<file path="src/rtl/window_min_max_tracker_pkg.sv">
// Shared types and constants for the windowed min/max tracker.
// Holds the FSM encoding, the comparator result bundle and the register-update selector.
package window_min_max_tracker_pkg;

  localparam int DATA_W = 4;

  typedef enum logic [1:0] {
    ST_EMPTY  = 2'd0,
    ST_TRACK  = 2'd1,
    ST_REPORT = 2'd2
  } state_e;

  typedef struct packed {
    logic gt;
    logic lt;
    logic eq;
  } cmp_res_t;

  // Pick the candidate only on a strict win; equality and losses keep the stored value.
  function automatic logic [DATA_W-1:0] select_update(
    input cmp_res_t          res,
    input logic              want_gt,
    input logic [DATA_W-1:0] cand,
    input logic [DATA_W-1:0] cur
  );
    logic [DATA_W-1:0] pick;
    case ({res.gt, res.lt, res.eq})
      3'b100:  pick = want_gt ? cand : cur;
      3'b010:  pick = want_gt ? cur : cand;
      default: pick = cur;
    endcase
    return pick;
  endfunction

endpackage

</file>
<file path="src/rtl/window_min_max_tracker_comparator.sv">
// Four-bit magnitude comparator with cascade inputs.
// Cascade inputs only decide the outcome when the two operands are equal.
module four_bit_comparator
  import window_min_max_tracker_pkg::*;
(
  input  logic [DATA_W-1:0] a,
  input  logic [DATA_W-1:0] b,
  input  logic              lt_in,
  input  logic              gt_in,
  input  logic              eq_in,
  output cmp_res_t          res
);

  // Magnitude compare, falling back to the cascade inputs on a tie.
  always_comb begin
    res = '{gt: 1'b0, lt: 1'b0, eq: 1'b0};
    if (a > b) begin
      res.gt = 1'b1;
    end else if (a < b) begin
      res.lt = 1'b1;
    end else begin
      res.gt = gt_in;
      res.lt = lt_in;
      res.eq = eq_in;
    end
  end

endmodule

</file>
<file path="src/rtl/window_min_max_tracker.sv">
// Tracks max/min of a 4-bit sample stream over fixed windows of WINDOW samples
// and hands each window result downstream with a valid/ready handshake.
module window_min_max_tracker
  import window_min_max_tracker_pkg::*;
#(
  parameter int WINDOW = 8,
  parameter int CNT_W  = $clog2(WINDOW + 1)
) (
  input  logic              Clk,
  input  logic              Rst_n,
  input  logic              Clear,
  input  logic              InValid,
  output logic              InReady,
  input  logic [DATA_W-1:0] InData,
  output logic              OutValid,
  input  logic              OutReady,
  output logic [DATA_W-1:0] OutMax,
  output logic [DATA_W-1:0] OutMin,
  output logic [CNT_W-1:0]  OutCount
);

  localparam logic [CNT_W-1:0] WINDOW_C = CNT_W'(WINDOW);
  localparam logic [CNT_W-1:0] ONE_C    = CNT_W'(1);

  state_e            state_r, state_n;
  logic [DATA_W-1:0] max_r, max_n, min_r, min_n;
  logic [CNT_W-1:0]  cnt_r, cnt_n;
  logic              out_valid_r, out_valid_n;
  logic [DATA_W-1:0] out_max_r, out_max_n, out_min_r, out_min_n;
  logic [CNT_W-1:0]  out_count_r, out_count_n;

  cmp_res_t          max_res_s, min_res_s;
  logic [DATA_W-1:0] max_upd_s, min_upd_s;
  logic [CNT_W-1:0]  cnt_upd_s;
  logic              accept_s, seed_s;

  four_bit_comparator cmp_max (
    .a     (InData),
    .b     (max_r),
    .lt_in (1'b0),
    .gt_in (1'b0),
    .eq_in (1'b1),
    .res   (max_res_s)
  );

  four_bit_comparator cmp_min (
    .a     (InData),
    .b     (min_r),
    .lt_in (1'b0),
    .gt_in (1'b0),
    .eq_in (1'b1),
    .res   (min_res_s)
  );

  assign InReady   = (state_r != ST_REPORT) | OutReady;
  assign accept_s  = InValid & InReady;
  assign max_upd_s = select_update(max_res_s, 1'b1, InData, max_r);
  assign min_upd_s = select_update(min_res_s, 1'b0, InData, min_r);
  assign cnt_upd_s = cnt_r + ONE_C;

  assign OutValid = out_valid_r;
  assign OutMax   = out_max_r;
  assign OutMin   = out_min_r;
  assign OutCount = out_count_r;

  // Next-state logic: Clear first, then the per-state window handling, then seeding.
  always_comb begin
    state_n     = state_r;
    max_n       = max_r;
    min_n       = min_r;
    cnt_n       = cnt_r;
    out_valid_n = out_valid_r;
    out_max_n   = out_max_r;
    out_min_n   = out_min_r;
    out_count_n = out_count_r;
    seed_s      = 1'b0;

    if (Clear) begin
      state_n     = ST_EMPTY;
      max_n       = 4'h0;
      min_n       = 4'hF;
      cnt_n       = '0;
      out_valid_n = 1'b0;
      seed_s      = accept_s;
    end else begin
      case (state_r)
        ST_EMPTY: begin
          seed_s = accept_s;
        end
        ST_TRACK: begin
          if (accept_s) begin
            max_n = max_upd_s;
            min_n = min_upd_s;
            cnt_n = cnt_upd_s;
            if (cnt_upd_s == WINDOW_C) begin
              out_max_n   = max_upd_s;
              out_min_n   = min_upd_s;
              out_count_n = cnt_upd_s;
              out_valid_n = 1'b1;
              state_n     = ST_REPORT;
            end else begin
              state_n = ST_TRACK;
            end
          end else begin
            state_n = ST_TRACK;
          end
        end
        ST_REPORT: begin
          if (OutReady) begin
            out_valid_n = 1'b0;
            state_n     = ST_EMPTY;
            max_n       = 4'h0;
            min_n       = 4'hF;
            cnt_n       = '0;
            seed_s      = accept_s;
          end else begin
            state_n = ST_REPORT;
          end
        end
        default: begin
          state_n     = ST_EMPTY;
          max_n       = 4'h0;
          min_n       = 4'hF;
          cnt_n       = '0;
          out_valid_n = 1'b0;
        end
      endcase
    end

    // A seeding sample opens a window; with a one-sample window it is also the result.
    if (seed_s) begin
      max_n = InData;
      min_n = InData;
      cnt_n = ONE_C;
      if (WINDOW_C == ONE_C) begin
        out_max_n   = InData;
        out_min_n   = InData;
        out_count_n = ONE_C;
        out_valid_n = 1'b1;
        state_n     = ST_REPORT;
      end else begin
        state_n = ST_TRACK;
      end
    end else begin
      seed_s = 1'b0;
    end
  end

  // State and output registers.
  always_ff @(posedge Clk or negedge Rst_n) begin
    if (!Rst_n) begin
      state_r     <= ST_EMPTY;
      max_r       <= 4'h0;
      min_r       <= 4'hF;
      cnt_r       <= '0;
      out_valid_r <= 1'b0;
      out_max_r   <= 4'h0;
      out_min_r   <= 4'h0;
      out_count_r <= '0;
    end else begin
      state_r     <= state_n;
      max_r       <= max_n;
      min_r       <= min_n;
      cnt_r       <= cnt_n;
      out_valid_r <= out_valid_n;
      out_max_r   <= out_max_n;
      out_min_r   <= out_min_n;
      out_count_r <= out_count_n;
    end
  end

endmodule

</file>
<file path="config.mk">
export PLATFORM = sky130hd
export DESIGN_NAME = window_min_max_tracker
export DESIGN_NICKNAME = d
export VERILOG_FILES = /design/src/rtl/window_min_max_tracker_pkg.sv /design/src/rtl/window_min_max_tracker_comparator.sv /design/src/rtl/window_min_max_tracker.sv
export SDC_FILE = /design/constraint.sdc
export NUM_CORES = 1
export LEC_CHECK = 0
export ABC_CLOCK_PERIOD_IN_PS = 3600
export BUFFER_PORTS_ARGS = -buffer_cell sky130_fd_sc_hd__buf_2
export CAP_MARGIN = 15
export CORE_ASPECT_RATIO = 1.5
export CORE_MARGIN = 3
export CORE_UTILIZATION = 50
export CTS_CLUSTER_SIZE = 28
export DETAILED_ROUTE_END_ITERATION = 12
export PLACE_DENSITY = 0.71
export SLEW_MARGIN = 25
export SYNTH_ARGS = -nofsm -noshare
export SYNTH_HDL_FRONTEND = slang
export SYNTH_SLANG_ARGS = --single-unit
</file>
<file path="constraint.sdc">
create_clock -name Clk -period 3.6 [get_ports Clk]
set_input_delay 0.54 -clock Clk [delete_from_list [all_inputs] [get_ports Clk]]
set_output_delay 0.54 -clock Clk [all_outputs]
set_load 0.02 [all_outputs]
</file>
-- Yosys cells after proc, flatten, opt, wreduce, memory -nomap -nowiden
Index checks and enable logic that the tools add are counted.
- bits of input ports: 9
- output and inout bits: 14
- logic and storage cells: 71
- register bits: 27
- add/subtract/negate cells: 1
- mux-type cells: 38
- reduce and logical (&&, ||, !) cells: 4
- $lt $le $gt $ge: 4
- eq/ne operators: 13
- bitwise operators: 3
- operators by type and width (kind ; count):
    two-way mux 4 bit ; 13
    case mux 4 bit (3 select lines) ; 3
    two-way mux 2 bit ; 7
    two-way mux 1 bit ; 12
    != test 3 bit (second input constant) ; 4
    greater-than comparator 4 bit ; 2
    < comparator 4 bit ; 2
    != test 4 bit (second input constant) ; 2
    AND reduction 4 bit ; 2
    case mux 2 bit (3 select lines) ; 1
    adder 4 x 1 -> 4 bit (second input constant) ; 1
    == test 4 bit (second input constant) ; 1
    != test 2 bit (second input constant) ; 2
    == test 3 x 2 -> 1 bit (second input constant) ; 1
    == test 3 bit (second input constant) ; 1
    case mux 1 bit (3 select lines) ; 1
    AND reduction 3 bit ; 1
    == test 2 x 1 -> 1 bit (second input constant) ; 1
    == test 2 bit (second input constant) ; 1
    logical NOT 2 bit ; 1
    case mux 1 bit (2 select lines) ; 1
    bitwise AND 1 bit ; 1
    inverter 1 bit ; 1
    bitwise OR 1 bit ; 1

-- Longest topological paths before layout
Gate-level depths: netlist of the first run.
- depth after elaboration: 9
- mapped depth: 9
- gate-level depth less buffers: 7

-- Modules after synthesis
A second synthesis of the first run with hierarchy kept.
- cell total of the unflattened synthesis: 189
- area total of the unflattened synthesis: 1864.3 um^2
- by module, submodules not included (module ; cells an instance ; times used ; sequential area each (um^2) ; area an instance (um^2)):
    window_min_max_tracker ; 155 ; 1 ; 680.7 ; 1589.0
    four_bit_comparator ; 17 ; 2 ; 0.0 ; 137.6

-- Least setup slack after synthesis of the first run
Ideal clock, no wire load.
- path type: in2reg
- start: in InData[1]
- end: reg out_max_r[1], in the netlist OutMax[1]
- data arrival time: 1.918 ns
- stages on the path: 5
- data required time: 3.475 ns
- buffers on the path: 0
- library setup time: 0.125 ns
- path slack: 1.557 ns
- path through: ha_1 -> a2111oi_4 -> nor2_2 -> mux2_1 -> mux2_4
- word-level cells in the longest chain between the ends: 5
- elaborated cells between the ends (all ways): 8
- those cells by class: order compare (2); eq/ne (1); mux (5)
- ends and longest elaborated chain (item ; RTL line ; source):
    from (decl) ; window_min_max_tracker.sv:14 ; input logic [DATA_W-1:0] InData,
    < comparator 4 bit ; window_min_max_tracker_comparator.sv:19 ; end else if (a < b) begin
    two-way mux 1 bit ; window_min_max_tracker_comparator.sv:19 ;
    two-way mux 2 bit ; window_min_max_tracker_comparator.sv:17 ; if (a > b) begin
    == test 3 bit ; window_min_max_tracker_pkg.sv:27 ; case ({res.gt, res.lt, res.eq})
    two-way mux 4 bit * ; window_min_max_tracker_pkg.sv:27 ;
    to (signal assigned) ; window_min_max_tracker.sv:166 ; out_max_r <= out_max_n;
    to (decl) ; window_min_max_tracker.sv:29 ; logic [DATA_W-1:0] out_max_r, out_max_n, out_min_r, out_min_n;
Mark *: on every way between the ends. The rest lies on a longest branch, timed or not.
A chain may end at the register's enable or synchronous reset.

-- Worst setup path after layout of the first run
- start: reg state_r[0]
- end: reg max_r[0]
- word-level cells in the longest chain between the ends: 8
- elaborated cells between the ends (all ways): 16
- those cells by class: eq/ne (6); mux (6); bitwise (2); reduce/logical (2)
- ends and longest elaborated chain (item ; RTL line ; source):
    from (decl) ; window_min_max_tracker.sv:25 ; state_e state_r, state_n;
    from (signal assigned) ; window_min_max_tracker.sv:161 ; state_r <= state_n;
    != test 2 bit ; window_min_max_tracker.sv:55 ; assign InReady = (state_r != ST_REPORT) | OutReady;
    bitwise OR 1 bit ; window_min_max_tracker.sv:55 ;
    bitwise AND 1 bit ; window_min_max_tracker.sv:56 ; assign accept_s = InValid & InReady;
    two-way mux 1 bit ; window_min_max_tracker.sv:109 ; if (OutReady) begin
    case mux 1 bit (2 select lines) ; window_min_max_tracker.sv:86 ; case (state_r)
    two-way mux 1 bit ; window_min_max_tracker.sv:78 ; if (Clear) begin
    != test 4 bit (no line) or != test 3 bit (tied branches) ; - ;
    AND reduction 3 bit (no line) ; - ;
    to (signal assigned) ; window_min_max_tracker.sv:162 ; max_r <= max_n;
    to (decl) ; window_min_max_tracker.sv:26 ; logic [DATA_W-1:0] max_r, max_n, min_r, min_n;
Several ways; a longest one is shown, not always the timed one.

==> impl_metrics.csv, run 1 <==
group,metric,value,unit
status,status,"finished clean",
cells_and_area,drive_above_1_share,0.2907,
cells_and_area,n_antenna_cell,0,
place,io_buffers,22,
sta,setup_violations,0,
cells_and_area,area_growth_syn_to_layout,10.49,%
sta,min_period,2337,ps
place,place.gp.congestion,0.8455,
synth,synth_top_cell_area_share,0.3472,
power,ir_drop,0.0002551,V
sta,tns,0,ps
route,vias_per_cell,5.915,
synth,netlist_area,1658,um2
cells_and_area,layoutNonFillerInstCount,212,
critical_path,path_buf_inv,1,
sta,rsz0062_at_grt,"no",
synth,syn_area_per_cell,11.05,um2
floorplan,start_util,0.5248,
critical_path,r2r-start,"state_r[0]",
floorplan,die_width,53.02,um
place,post-place-ws,1260,ps
critical_path,cpMaxStageDelayCell,"a21oi_1",
power,power,0.7175,mW
route,wl,3399,um
route,drtIter0Drc,55,
critical_path,worstSetupPathType,"reg2reg",
global_routing,grt_pass1_wl,5920,um
floorplan,coreArea,3159,um2
synth,synth_nets,171,
critical_path,path_max_fanout,13,
place,dp_hpwl,2488,um
route,wl_met3,140,um
synth,ys_seq_area_frac,0.4106,
route,drtAntennaViolNets,0,
sta,finalCritPeriodShare,0.6492,
sta,fmaxAchievable,0.4279,GHz
critical_path,startpoint,"state_r[0]",
clock_network,clock_tree.buffer_depth,2,
synth,synthAdderAreaFrac,0.09057,
synth,syn_inst,150,
route,wl_met2,1749,um
synth,synth_mux_area_frac,0.1230,
critical_path,max_stage_delay,820,ps
clock_network,clkTransAtPathRegs,90,ps
sta,setup_ws,1263,ps
cells_and_area,stdcell_area,1832,um2
critical_path,cp_top_family,"compound AO/OA/AOI/OAI gates",
sta,worst_pin_slew,1015,ps
power,leakage,0.8940,nW
clock_network,h-tree-depth,1,
synth,ys_warn_count,0,
critical_path,critPathArrivalTime,2560,ps
critical_path,required,3820,ps
flow_run,cap_violations,0,
sta,max-slew-margin-rel,0.3233,
critical_path,critical_path.endpoint,"max_r[0]",
sta,fin_skew,3.257,ps
synth,synth.area.top_cells,"dfrtp_1 35%, ha_1 9.1%, dfstp_2 6.3%",
clock_network,cts_tree,"done",
cells_and_area,nNetsFinal,194,
cells_and_area,final_util,0.5798,
route,top_layer,"met4",
clock_network,cts_buffers,3,
synth,synthSimpleGateAreaFrac,0.09887,
place,dp.cells,208,
sta,drv_slew,0,
clock_network,ctsResizeCount,0,
power,power.density,391.7,nW/um2
critical_path,worst-path-stages,6,
global_routing,antenna_found_initial,0,
floorplan,num_rows,25,
critical_path,ff2ff_setup_slack,1260,ps
min_path,min_path_type,"in2async",
critical_path,worstRegToRegCells,6,
global_routing,grt.overflow.total,0,
clock_network,root_buffer,"clkbuf_8",
clock_network,clock_latency,280,ps
clock_network,postCtsSetupRepairBufs,0,
sta,hold_violations,0,
critical_path,r2r-end,"max_r[0]",
synth,synth_compound_area_frac,0.2211,
floorplan,die_area,4057,um2
synth,synth_top_family_by_area,"compound AO/OA/AOI/OAI gates",
global_routing,grtUsageTotal,0.1914,
synth,synth_seq_cells,27,
floorplan,io_pins,23,
floorplan,die_h,76.53,um
clock_network,cts_sinks,27,
place,dpl_cell_area,1785,um2
global_routing,grt_max_degree,28,
sta,timing.hold.ws,252.5,ps
critical_path,crit_path_end_kind,"register",
route,drc,0,
synth,synth-xor-area-share,0,
route,firstDrtPassIters,4,
route,vias,1254,
route,met1_length,1461,um
global_routing,grt_pass1_vias,1294,
synth,ys_types,48,
synth,synth_largest_area_cell,"dfrtp_1",
critical_path,cp-start-kind,"register",
critical_path,cp_cell_sequence,"inv_1 -> ha_1 -> nand2b_1 -> a21oi_1 -> o21bai_1 -> a22o_1",
clock_network,ctsHoldBuffers,0,
route,routedWlPerCell,16.03,um
==> area by class of cell <==
| cell class | instances | area, um2 |
|---|---|---|
| clock buffers | 3 | 41.29 |
| flip-flops and latches | 27 | 680.7 |
| clock inverters | 1 | 5.005 |
| repair buffers | 22 | 110.1 |
| multi-input cells | 103 | 884.6 |
| fillers | 253 | 1328 |
| inverters | 16 | 60.06 |
| well taps | 40 | 50.05 |
==> Yosys cell counts, drive strengths merged <==
cell type,number
o31ai,2
dfstp,4
nor3b,1
nand2b,1
or4b,1
nor3,2
o211ai,2
o21a,4
a41o,1
mux2i,2
a21bo,1
a22oi,1
nor2,6
nand2,9
buf,4
dfrtp,23
o221a,1
a22o,4
nor2b,2
a31oi,1
o31a,1
or2,1
nor4,1
and2,1
a2111oi,1
o32a,4
mux2,14
or3,1
a211oi,2
nand3,1
a21oi,8
o21ai,10
ha,12
o21bai,2
nand3b,1
inv,16
a2bb2oi,1
nand4,1
==> routing by layer <==
metal	vias to the layer above	global-route usage
li1	594	-
met2	39	0.3284
met5	-	0
met3	5	0.01761
met1	616	0.2424
met4	0	0.06650
==> worst min path at each step <==
stage	to	start	cells after the start	slack [ps]
2_1_floorplan	OutCount[0]	Rst_n	0	240
3_3_place_gp	OutCount[3]	OutCount[3]	1	450
3_5_place_dp	OutCount[3]	OutCount[3]	1	460
4_1_cts	OutCount[3]	Rst_n	1	280
5_1_grt	OutCount[3]	Rst_n	1	280
6_report	OutCount[3]	Rst_n	1	250
==> state kept, by name, indices dropped and copies added, names as in the netlist <==
register  flops
max_r         4
OutCount      4
OutValid      1
min_r         4
OutMax        4
OutMin        4
state_r       2
cnt_r         4
==> power breakdown <==
group	total, mW	internal, mW	switching, mW	leakage [nW]
combinational	0.191	0.0815	0.110	0.514
clock	0.177	0.0779	0.0995	0.0255
sequential	0.349	0.329	0.0199	0.355
==> cells by family (layout without fill, tap and decap cells) <==
kind of cell,count (synthesis),in the layout
AOI/OAI and AO/OA,46,46
and+or+nand+nor,29,29
DFF,27,27
buffers and inverters,20,42
muxes,16,16
adders and majority gates,12,12
==> cell usage in the layout (no fill, tap or decap), types with 2 or more instances in the layout <==
cell type   n
a21oi_2     2
ha_1       12
a21oi_1     6
a211oi_1    2
mux2_2      4
o21ai_0     9
inv_1      16
mux2i_1     2
clkbuf_8    3
nand2_1     9
o32a_1      4
o21bai_1    2
o31ai_1     2
mux2_1      3
buf_2      22
nor2_1      4
mux2_4      7
dfrtp_1    23
nor3_1      2
dfstp_2     4
o21a_1      4
a22o_1      4
(Power assumes the default switching activity.)
==> run 2: changes to the inputs <==
--- a/config.mk
+++ b/config.mk
@@ -5,7 +5,7 @@
 export SDC_FILE = /design/constraint.sdc
 export NUM_CORES = 1
 export LEC_CHECK = 0
-export ABC_CLOCK_PERIOD_IN_PS = 3600
+export ABC_CLOCK_PERIOD_IN_PS = 2100
 export BUFFER_PORTS_ARGS = -buffer_cell sky130_fd_sc_hd__buf_2
 export CAP_MARGIN = 15
 export CORE_ASPECT_RATIO = 1.5
@@ -13,7 +13,7 @@
 export CORE_UTILIZATION = 50
 export CTS_CLUSTER_SIZE = 28
 export DETAILED_ROUTE_END_ITERATION = 12
-export PLACE_DENSITY = 0.71
+export PLACE_DENSITY = 0.74
 export SLEW_MARGIN = 25
 export SYNTH_ARGS = -nofsm -noshare
 export SYNTH_HDL_FRONTEND = slang
==> constraint.sdc (replaced) <==
create_clock -name Clk -period 2.1 [get_ports Clk]
set_input_delay 0.315 -clock Clk [delete_from_list [all_inputs] [get_ports Clk]]
set_output_delay 0.315 -clock Clk [all_outputs]
set_load 0.02 [all_outputs]
==> run 2 against run 1 <==
Against the previous run: clock skew fell by 0.92 ps; clock-buffer cell count unchanged; routed wire length rose by 5.8%; cell count grew 1.9%; core utilization increased by 1.7 points; non-clock buffer count rose by 4; largest power group unchanged.
==> impl_metrics.csv, run 2 (synthesis results as in run 1) <==
group,metric,value,unit
clock_network,clock_latency,270,ps
route,drtAntennaViolNets,0,
route,routedWlPerCell,16.65,um
clock_network,cts_sinks,27,
route,vias_per_cell,5.815,
floorplan,num_rows,25,
critical_path,ff2ff_setup_slack,110,ps
clock_network,cts_tree,"done",
flow_run,cap_violations,0,
cells_and_area,layout_common_cells,"23 x dfrtp_1, 22 x buf_2, 16 x inv_1",
sta,fmaxAchievable,0.5027,GHz
sta,min_period,1989,ps
route,drc,0,
global_routing,grt_pass1_wl,6375,um
global_routing,grt.overflow.total,0,
cells_and_area,n_antenna_cell,0,
route,wl,3596,um
global_routing,grt_pass1_vias,1327,
clock_network,ctsHoldBuffers,0,
cells_and_area,fillers,272,
sta,setup_violations,0,
critical_path,startpoint,"state_r[0]",
critical_path,r2r-end,"max_r[2]",
cells_and_area,final_common_cell,"dfrtp_1",
place,dp_hpwl,2717,um
sta,timing.hold.ws,28.62,ps
power,ir_drop,0.0004283,V
route,firstDrtPassIters,7,
clock_network,h-tree-depth,1,
critical_path,critPathArrivalTime,2160,ps
floorplan,start_util,0.5248,
cells_and_area,final_util,0.5964,
sta,drv_slew,0,
critical_path,worstSetupPathType,"reg2reg",
sta,worst_pin_slew,749.6,ps
floorplan,die_h,76.53,um
sta,hold_violations,0,
cells_and_area,area_growth_syn_to_layout,13.66,%
critical_path,r2r-start,"state_r[0]",
clock_network,clock_tree.buffer_depth,2,
sta,finalCritPeriodShare,0.9473,
floorplan,coreArea,3159,um2
floorplan,die_area,4057,um2
critical_path,worstRegToRegCells,7,
clock_network,clkTransAtPathRegs,90,ps
route,vias,1256,
sta,max-slew-margin-rel,0.4960,
critical_path,cp-start-kind,"register",
critical_path,path_max_fanout,7,
critical_path,crit_path_end_kind,"register",
sta,fin_skew,2.333,ps
place,place.gp.congestion,0.8073,
cells_and_area,drive_above_1_share,0.3239,
floorplan,die_width,53.02,um
route,drtIter0Drc,27,
power,leakage,0.9183,nW
cells_and_area,nNetsFinal,198,
sta,tns,0,ps
power,power.density,662.6,nW/um2
critical_path,required,2270,ps
global_routing,antenna_found_initial,0,
sta,rsz0062_at_grt,"no",
clock_network,cts_buffers,3,
min_path,min_path_type,"in2async",
global_routing,grt_max_degree,28,
clock_network,root_buffer,"clkbuf_8",
status,status,"finished clean",
place,io_buffers,22,
global_routing,grtUsageTotal,0.2088,
floorplan,io_pins,23,
## run 2: cell count changes in the layout (fill, tap and decap cells not counted), sizes merged
cell	change
buf	+4
## run 2: how the worst max path moves through the flow
stage / slack, ps / end / cells past startpoint
after floorplan: 70 / OutMin[3] / 7
after global placement: 70 / OutMax[1] / 6
after detailed placement: 20 / OutMax[2] / 6
after CTS: 30 / OutMin[2] / 7
after global routing: 3 / OutMin[3] / 6
final: 110 / max_r[2] / 7
## run 2: timing repair
item                       CTS  global route
setup endpoints to repair    0             8
resized for setup            0             3
buffers inserted             0             0
hold endpoints to repair     0             0
## run 2: power breakdown
| part | internal [mW] | switching, mW |
|---|---|---|
| combinational | 0.155 | 0.205 |
| sequential | 0.564 | 0.0290 |
| clock | 0.133 | 0.163 |
## run 2: area by class of cell
class / instances / area (um2) / area share
Tap cell: 40 / 50.05 / 0.02656
Clock buffer: 3 / 41.29 / 0.02191
Inverter: 16 / 60.06 / 0.03187
Timing Repair Buffer: 26 / 152.6 / 0.08101
Multi-Input combinational cell: 103 / 894.6 / 0.4748
Clock inverter: 1 / 5.005 / 0.002656
Sequential cell: 27 / 680.7 / 0.3612
## run 2: metal layers
layer  track usage  wire (um)  vias up
met5             0          0        -
met4       0.07673         97        0
met3       0.02153        117        9
met2        0.3744       1934       34
met1        0.2443       1446      617
li1              -          -      596
## run 2: per-stage QoR
step / instance area (um2) / instances / total power, mW / setup slack (ps)
floorplan: 1658 / 150 / 0.8451 / 69.02
global placement: 1828 / 212 / 0.9293 / 72.11
detailed placement: 1828 / 212 / 0.9488 / 23.24
CTS: 1874 / 216 / 1.243 / 26.00
global route: 1884 / 216 / 1.328 / 2.508
finish: 1884 / 216 / 1.249 / 110.6
## run 2: worst max-delay path, cell delays in order (launching register included)
cell and delay (ps):
dfrtp_1 420, inv_1 90, ha_1 260, nand2b_1 200, and2_1 250, o31ai_1 200
a21oi_2 180, a22o_1 280
==> run 3: changes to the inputs <==
--- a/config.mk
+++ b/config.mk
@@ -5,7 +5,7 @@
 export SDC_FILE = /design/constraint.sdc
 export NUM_CORES = 1
 export LEC_CHECK = 0
-export ABC_CLOCK_PERIOD_IN_PS = 2100
+export ABC_CLOCK_PERIOD_IN_PS = 2600
 export BUFFER_PORTS_ARGS = -buffer_cell sky130_fd_sc_hd__buf_2
 export CAP_MARGIN = 15
 export CORE_ASPECT_RATIO = 1.5
@@ -13,7 +13,7 @@
 export CORE_UTILIZATION = 50
 export CTS_CLUSTER_SIZE = 28
 export DETAILED_ROUTE_END_ITERATION = 12
-export PLACE_DENSITY = 0.74
+export PLACE_DENSITY = 0.71
 export SLEW_MARGIN = 25
 export SYNTH_ARGS = -nofsm -noshare
 export SYNTH_HDL_FRONTEND = slang
==> constraint.sdc (replaced) <==
create_clock -name Clk -period 2.6 [get_ports Clk]
set_input_delay 0.39 -clock Clk [delete_from_list [all_inputs] [get_ports Clk]]
set_output_delay 0.39 -clock Clk [all_outputs]
set_load 0.02 [all_outputs]
==> run 3 against run 2 <==
Against the previous run: cell area is 2.5% lower; largest power group unchanged; via count barely moved; largest cell class unchanged; sequential cell count did not move; critical endpoint is now OutMin[1]; highest routed layer unchanged; hold slack gained 81 ps; combinational power is 26% lower; core utilization is 1.5 points lower.
==> impl_metrics.csv, run 3 (synthesis results as in run 1) <==
group,metric,value,unit
status,status,"finished clean",
power,power,0.9911,mW
route,vias,1255,
route,drtIter0Drc,30,
critical_path,cp-start-kind,"register",
clock_network,h-tree-depth,1,
sta,worst_pin_slew,613.5,ps
sta,max-slew-margin-rel,0.5875,
global_routing,grt_pass1_wl,5947,um
power,ir_drop,0.0004707,V
route,vias_per_cell,5.892,
route,wl,3421,um
floorplan,io_pins,23,
cells_and_area,layout_common_cells,"23 x dfrtp_1, 22 x buf_2, 16 x inv_1",
clock_network,ctsHoldBuffers,0,
cells_and_area,seqCellArea,680.7,um2
route,firstDrtPassIters,4,
floorplan,die_width,53.02,um
cells_and_area,nNetsFinal,195,
critical_path,crit_path_end_kind,"register",
global_routing,grt.overflow.total,0,
cells_and_area,stdcell_area,1838,um2
clock_network,ctsResizeCount,0,
floorplan,die_area,4057,um2
cells_and_area,drive_above_1_share,0.2890,
global_routing,grt_pass1_vias,1314,
sta,setup_violations,0,
global_routing,grtUsageTotal,0.1921,
sta,fin_skew,2.855,ps
floorplan,num_rows,25,
route,routedWlPerCell,16.06,um
sta,fmaxAchievable,0.4482,GHz
clock_network,cts_sinks,27,
place,dp.cells,209,
floorplan,start_util,0.5248,
clock_network,postCtsSetupRepairBufs,0,
place,post-place-ws,378.3,ps
floorplan,die_h,76.53,um
cells_and_area,multi_input_area,884.6,um2
power,power.density,539.2,nW/um2
critical_path,critPathArrivalTime,2400,ps
sta,rsz0062_at_grt,"no",
global_routing,antenna_found_initial,0,
min_path,min_path_type,"in2async",
place,io_buffers,22,
power,leakage,0.8965,nW
clock_network,clock_latency,270,ps
clock_network,cts_buffers,3,
clock_network,root_buffer,"clkbuf_8",
sta,finalCritPeriodShare,0.8581,
critical_path,path_max_fanout,6,
clock_network,cts_tree,"done",
floorplan,coreArea,3159,um2
place,dpl_cell_area,1793,um2
cells_and_area,final_util,0.5818,
clock_network,clock_tree.buffer_depth,2,
global_routing,grt_max_degree,28,
sta,drv_slew,0,
sta,tns,0,ps
cells_and_area,n_antenna_cell,0,
cells_and_area,fillers,289,
flow_run,cap_violations,0,
route,drc,0,
clock_network,clkTransAtPathRegs,90,ps
cells_and_area,area_growth_syn_to_layout,10.87,%
sta,setup_ws,369.1,ps
critical_path,worstSetupPathType,"reg2reg",
sta,min_period,2231,ps
route,drtAntennaViolNets,0,
cells_and_area,final_common_cell,"dfrtp_1",
critical_path,required,2770,ps
place,dp_hpwl,2596,um
place,place.gp.congestion,0.8542,
sta,hold_violations,0,
cells_and_area,layoutNonFillerInstCount,213,
sta,timing.hold.ws,109.6,ps
==> run 3: cell types whose count changed in the layout (fill, tap and decap cells not counted) <==
cell / before / now
a21oi_1: 4 / 6
a21oi_2: 4 / 2
buf_4: 3 / 1
clkbuf_1: 0 / 1
buf_12: 1 / 0
nor2_2: 2 / 1
clkinv_2: 1 / 0
nor2_1: 3 / 4
==> run 3: final cells by class <==
| type | count | share of cell area |
|---|---|---|
| inverters | 16 | 0.03268 |
| repair buffers | 23 | 0.06399 |
| well taps | 40 | 0.02723 |
| flip-flops and latches | 27 | 0.3703 |
| multi-input cells | 103 | 0.4813 |
| clock buffers | 4 | 0.02451 |
==> run 3: worst paths after layout <==
path,cells past startpoint,to,slack (ps),startpoint
worst max register to register,7,OutMin[1],370,min_r[3]
min in group Clk,2,max_r[1],430,InData[1]
max in group asynchronous,1,OutMax[0],2110,Rst_n
worst max-delay path,7,OutMin[1],370,min_r[3]
worst min register to register,1,OutCount[3],490,OutCount[3]
worst min-delay path,1,OutCount[3],110,Rst_n
==> run 3: worst max-delay path, stage by stage, from the launching register on <==
cell and delay, ps:
dfstp_2 550, inv_1 40, ha_1 270, o21a_1 120, nor2_1 40, a21oi_1 450, mux2_2 400, mux2_4 250
==> run 3: power breakdown <==
part	internal (mW)	switching (mW)	total, mW
Sequential	0.455	0.0282	0.483
Combinational	0.114	0.152	0.266
Clock	0.110	0.132	0.241
Total	0.679	0.312	0.991
==> run 3: routing by layer <==
| metal | track usage | up-vias | part of all wire |
|---|---|---|---|
| met5 | 0 | - | 0 |
| met4 | 0.05627 | 0 | 0.017 |
| met3 | 0.01957 | 7 | 0.042 |
| met2 | 0.3433 | 33 | 0.53 |
| met1 | 0.2332 | 621 | 0.41 |
| li1 | - | 594 | - |
